`config.mk`:
```
export PLATFORM = sky130hd
export DESIGN_NAME = vending_credit_fsm
export DESIGN_NICKNAME = d
export VERILOG_FILES = /design/src/rtl/vending_pkg.sv /design/src/rtl/vending_credit_fsm.sv
export SDC_FILE = /design/constraint.sdc
export NUM_CORES = 1
export LEC_CHECK = 0
export ABC_AREA = 1
export ABC_CLOCK_PERIOD_IN_PS = 5700
export CAP_MARGIN = 15
export CORE_MARGIN = 2
export CORE_UTILIZATION = 55
export DETAILED_ROUTE_END_ITERATION = 7
export GPL_TIMING_DRIVEN = 0
export PLACE_DENSITY = 0.83
export SYNTH_ARGS = -nofsm -noshare
export SYNTH_HDL_FRONTEND = slang
export SYNTH_SLANG_ARGS = --single-unit
```
`constraint.sdc`:
```
create_clock -name clk -period 5.7 [get_ports clk]
set_input_delay 0.855 -clock clk [delete_from_list [all_inputs] [get_ports clk]]
set_output_delay 0.855 -clock clk [all_outputs]
set_load 0.01 [all_outputs]
```
`src/rtl/vending_pkg.sv`:
```
// Shared decode for the vending credit controller: coin encodings, FSM states, coin value lookup.
package vending_pkg;

  localparam logic [1:0] COIN_NONE = 2'b00;
  localparam logic [1:0] COIN_5    = 2'b01;
  localparam logic [1:0] COIN_10   = 2'b10;
  localparam logic [1:0] COIN_25   = 2'b11;

  typedef enum logic [0:0] {
    COLLECT = 1'b0,
    CHANGE  = 1'b1
  } state_e;

  typedef struct packed {
    logic       valid;
    logic [2:0] units;
  } coin_val_t;

  // COIN_NONE decodes as a valid zero-value coin so callers only reject on !valid.
  function automatic coin_val_t coin_units(input logic [1:0] code, input logic coin25_en);
    coin_val_t r;
    r.valid = 1'b1;
    r.units = 3'd0;
    case (code)
      COIN_5:  r.units = 3'd1;
      COIN_10: r.units = 3'd2;
      COIN_25: begin
        r.valid = coin25_en;
        r.units = coin25_en ? 3'd5 : 3'd0;
      end
      default: r.units = 3'd0;
    endcase
    return r;
  endfunction

endpackage

```
`src/rtl/vending_credit_fsm.sv`:
```
// Coin-credit vending controller: vends at PRICE_UNITS, refunds/returns change one 5c unit per handshake.
// All outputs registered; change offer held until the hopper accepts, never dropped while credit > 0.
module vending_credit_fsm
  import vending_pkg::*;
#(
  parameter int PRICE_UNITS = 4,
  parameter int CREDIT_W    = 6,
  parameter bit COIN25_EN   = 1'b1
) (
  input  logic                clk,
  input  logic                rst,
  input  logic [1:0]          coin,
  input  logic                cancel,
  input  logic                chg_ready,
  output logic                dispense,
  output logic                chg_valid,
  output logic                coin_rej,
  output logic [CREDIT_W-1:0] credit,
  output logic                busy
);

  localparam logic [CREDIT_W-1:0] PRICE = CREDIT_W'(PRICE_UNITS);

  state_e                state_q, state_d;
  logic [CREDIT_W-1:0]   credit_q, credit_d;
  logic                  dispense_q, dispense_d;
  logic                  coin_rej_q, coin_rej_d;

  coin_val_t             cv;
  logic [CREDIT_W-1:0]   sum;

  always_comb begin
    cv         = coin_units(coin, COIN25_EN);
    sum        = credit_q + CREDIT_W'(cv.units);
    state_d    = state_q;
    credit_d   = credit_q;
    dispense_d = 1'b0;
    coin_rej_d = 1'b0;

    case (state_q)
      COLLECT: begin
        if (!cv.valid) begin
          coin_rej_d = 1'b1;
        end
        // A vend takes priority over a same-cycle cancel; the remainder goes out as change.
        if (sum >= PRICE) begin
          dispense_d = 1'b1;
          credit_d   = sum - PRICE;
          if (sum != PRICE) begin
            state_d = CHANGE;
          end
        end else begin
          credit_d = sum;
          if (cancel && (sum != '0)) begin
            state_d = CHANGE;
          end
        end
      end

      CHANGE: begin
        if (coin != COIN_NONE) begin
          coin_rej_d = 1'b1;
        end
        if (chg_ready) begin
          credit_d = credit_q - 1'b1;
          if (credit_q == CREDIT_W'(1)) begin
            state_d = COLLECT;
          end
        end
      end

      default: begin
        state_d  = COLLECT;
        credit_d = '0;
      end
    endcase
  end

  always_ff @(posedge clk or negedge rst) begin
    if (!rst) begin
      state_q    <= COLLECT;
      credit_q   <= '0;
      dispense_q <= 1'b0;
      coin_rej_q <= 1'b0;
    end else begin
      state_q    <= state_d;
      credit_q   <= credit_d;
      dispense_q <= dispense_d;
      coin_rej_q <= coin_rej_d;
    end
  end

  // CHANGE is only ever occupied with credit > 0, so the state flop doubles as the change offer.
  assign dispense  = dispense_q;
  assign coin_rej  = coin_rej_q;
  assign credit    = credit_q;
  assign busy      = (state_q == CHANGE);
  assign chg_valid = (state_q == CHANGE);

  always_ff @(posedge clk) begin
    assert (PRICE_UNITS >= 1 && PRICE_UNITS <= (1 << CREDIT_W) - 6)
      else $error("vending_credit_fsm: PRICE_UNITS %0d out of range for CREDIT_W %0d",
                  PRICE_UNITS, CREDIT_W);
  end

endmodule

```
==> impl_table.tex <==
\begin{tabular}{lr}
\hline
Metric & Value \\
\hline
\multicolumn{2}{l}{\textbf{Status}} \\
Outcome & finished, final reports clean \\
\multicolumn{2}{l}{\textbf{Die}} \\
Height of the chip & approximately 44 um \\
Placeable Area & 1510 um\^{}2 \\
Die X & 44.2 um \\
Starting utilization of the core area & a little under 60\% \\
Cell Rows & 14 \\
Die outline area & between 1500 and 2000 um\^{}2 \\
Number of top-level pins & 16 \\
\multicolumn{2}{l}{\textbf{STA}} \\
Crit path setup slack, layout & $\sim$2.5 ns \\
Tightest slew margin relative to the limit & 67.4\% \\
Total negative setup slack & 0 ns \\
Final Critical Period & roughly 3.2 ns \\
RSZ-0062 raised after global routing & false \\
Number of slew-limit violations in the final report & 0 \\
Number of hold violations in the final report & 0 \\
Worst Max-Slew Pin Slew & 0.487 ns \\
Fin crit share & between 50\% and 60\% \\
Maximum clock frequency & around 0.31 GHz \\
Post-Route Skew & 0.00738 ns \\
Number of setup violations in the final report & 0 \\
\multicolumn{2}{l}{\textbf{Finish}} \\
Growth of design area from synthesis to finish & 22.1\% \\
End-of-flow core utilization & between 70\% and 80\% \\
Sequential cell area & around 230 um\^{}2 \\
Number of standard cells in the final layout excluding fillers & 161 \\
Number of nets in the final layout & roughly 160 \\
Fraction of final layout cells sized beyond drive strength 1 & about 12\% \\
Layout filler cell count & between 100 and 150 \\
Multi-input logic area & about 560 um\^{}2 \\
Antenna diode instance count & 0 \\
\multicolumn{2}{l}{\textbf{Place}} \\
Post-DP HPWL & roughly 1600 um \\
Number of buffer cells added on primary ports & 15 \\
Placed cell count & between 150 and 200 \\
Final RePlAce weighted congestion & 0.852 \\
Worst slack at placement & $\sim$2.2 ns \\
\multicolumn{2}{l}{\textbf{Synthesis}} \\
Synthesized area per cell & 7.05 um\^{}2 \\
Register bit total from synthesis & 9 \\
Ranking of synthesized cells by instance count & nand2\_1, inv\_1, nand3\_1, nor2\_1, dfrtp\_1 \\
Cell types occupying the most area after synthesis & dfrtp\_1, nand2\_1, ha\_1 \\
Proportion of synthesized chip area in sequential cells & approximately a quarter \\
Gate Count Post-Synth & 126 \\
Synthesized cell area & approximately 890 um\^{}2 \\
Library cell occupying the most area in the post-synthesis netlist & dfrtp\_1 \\
Synthesis Warnings & 0 \\
Number of enable-type register cells in the synthesized netlist & 0 \\
Distinct cell type count of the synthesized netlist & 25 \\
Share of flip-flops with an asynchronous set or reset & 100\% \\
Most common cell in the synthesized netlist & nand2\_1 \\
Most frequently used flop master after synthesis & dfrtp\_1 \\
Number of nets in the synthesized netlist & approximately 140 \\
Yosys top cell area share & between 20\% and 30\% \\
\multicolumn{2}{l}{\textbf{Drt}} \\
Remaining routing DRC violations & 0 \\
Number of iterations in the first detailed-routing pass & 5 \\
Drt initial violations & 31 \\
Ratio of routed vias to standard cells & around 5.5 \\
WL per Instance & 12.4 um \\
Remaining antenna violation count & 0 \\
Wire length reported by the detailed router & around 2000 um \\
Vias & just under 900 \\
\multicolumn{2}{l}{\textbf{Worst setup path}} \\
Top cell family by delay on the critical path & adder cells \\
CP Capture Type & flop \\
Worst-path cell chain & clkdlybuf4s50\_1 -> ha\_1 -> inv\_1 -> fa\_1 -> xor2\_2 -> inv\_1 -> ha\_1 -> nand3\_1 -> nand2\_1 -> inv\_1 -> nand3\_1 -> nand2\_1 -> nand3\_1 -> nand2\_1 -> nand2\_1 \\
Critical Path Source Type & primary input \\
Data required, critical path & 5.86 ns \\
Max Fanout on Critical Path & 5 \\
Number of buffers and inverters on the critical path & 4 \\
Slowest library cell on the worst path & clkdlybuf4s50\_1 \\
Delay contributed by the slowest stage of the critical path & 0.53 ns \\
Crit Path Category & primary input to flop \\
Signal arrival time at the worst endpoint & between 3 and 4 ns \\
Most used cell, CP & nand2\_1 \\
\multicolumn{2}{l}{\textbf{Clock network}} \\
Clock tree from TritonCTS & done \\
CTS Buf Count & 3 \\
Clock transition time at the flip-flop clock pins of the worst setup and hold paths & 0.06 ns \\
Maximum level of the CTS H-tree & 1 \\
\# hold bufs at CTS & 0 \\
Maximum root-to-sink buffer count & 2 \\
Clock sinks & 9 \\
Number of buffers added for setup after CTS & 0 \\
Root cell of the clock tree & clkbuf\_4 \\
Skew-Pair Late Insertion Delay & between 0.2 and 0.3 ns \\
Post-cts sizing count & 0 \\
\multicolumn{2}{l}{\textbf{Global route}} \\
Most congested layer reported by global routing & met2 \\
Global routing usage on met2 & 36.5\% \\
Number of antenna violations at the first check in global routing & 0 \\
Grt met1 use & 29.2\% \\
Wire length of the first global-routing pass & about 3300 um \\
Overall track demand over capacity in global routing & around 23\% \\
Maximum number of pins on one net before global-route repair & 11 \\
Fraction of met3 tracks used by global routing & around 1.6\% \\
Vias in the first global route & around 780 \\
GRT overflow & 0 \\
\multicolumn{2}{l}{\textbf{Power and ir drop}} \\
Power density over the cells & 450 nW/um\^{}2 \\
Leakage & around 0.53 nW \\
IR drop worst, VDD & 255 uV \\
\multicolumn{2}{l}{\textbf{Job}} \\
Max cap viols & 0 \\
\multicolumn{2}{l}{\textbf{Min path}} \\
Path class of the lowest-slack min-delay path & flop to flop \\
\hline
\end{tabular}
kinds of logic after synthesis:
group | share of synthesized area, %
simple gates | 34.6
buf+inv | 11.4
fa+ha+maj | 13.5
flops | 25.4
xor+xnor | 4.79
compound gates | 10.3
layout by cell type (no fill, tap or decap), drive strengths merged:
cell           Yosys  layout
nand3             16      16
xor2               3       3
clkdlybuf4s50      0      15
clkbuf             0       4
nand4              4       4
a31oi              2       2
buf                3       3
nor4               1       1
inv               20      20
ha                 8       8
o31ai              1       1
nor2              14      14
a21oi              8       8
dfrtp              9       9
xnor2              1       1
o21ai              2       2
fa                 1       1
nand2             31      31
o221ai             2       2
per-layer routing:
layer | vias up | routed length (um)
met5 | - | 0
met1 | 393 | 910
met2 | 32 | 922
li1 | 450 | -
met3 | 13 | 86
met4 | 0 | 81
path summary, 6_finish.rpt:
check,slack (ns),depth (start not counted),end,startpoint
setup / recovery,2.49,15,credit[3]$_DFFE_PN0P_,coin[0]
hold / removal,0.63,2,dispense$_DFF_PN0_,busy$_DFF_PN0_
setup reg to reg,3.11,14,credit[3]$_DFFE_PN0P_,credit[0]$_DFFE_PN0P_
hold reg to reg,0.63,2,dispense$_DFF_PN0_,busy$_DFF_PN0_
max in group asynchronous,4.52,1,busy$_DFF_PN0_,rst
min in group asynchronous,0.88,1,credit[3]$_DFFE_PN0P_,rst
through the flow:
step | hold WS, ns | power [W] | instance area, um^2
4_1_cts | 0.631 | 0.000486 | 1080
6_report | 0.629 | 0.000488 | 1080
5_1_grt | 0.676 | 0.000528 | 1080
2_1_floorplan | 0.559 | 0.000340 | 888
3_5_place_dp | 0.616 | 0.000436 | 1060
3_3_place_gp | 0.606 | 0.000421 | 1060
worst reg2reg max path, stage by stage (launching register included):
cell and delay, ns:
dfrtp_1 0.47, ha_1 0.25, inv_1 0.07, fa_1 0.43, xor2_2 0.31, inv_1 0.11
ha_1 0.19, nand3_1 0.14, nand2_1 0.07, inv_1 0.09, nand3_1 0.10, nand2_1 0.07
nand3_1 0.07, nand2_1 0.06, nand2_1 0.04
flip-flops by register name, indices dropped and copies added (netlist names):
name / cells
credit: 6
busy: 1
coin_rej: 1
dispense: 1
area by class of cell:
type                            count  area share [%]
Buffer                              3            2.42
Clock buffer                        4            2.42
Inverter                           20            6.92
Multi-Input combinational cell     94            51.8
Sequential cell                     9            20.8
Tap cell                           16            1.85
Timing Repair Buffer               15            13.8
power breakdown:
part	internal [W]	switching [W]	total (W)
Combinational	0.000133	0.000189	0.000322
Sequential	0.0000823	0.0000336	0.000116
Clock	0.0000270	0.0000229	0.0000499
No activity file was read; power rests on OpenSTA's default activity.
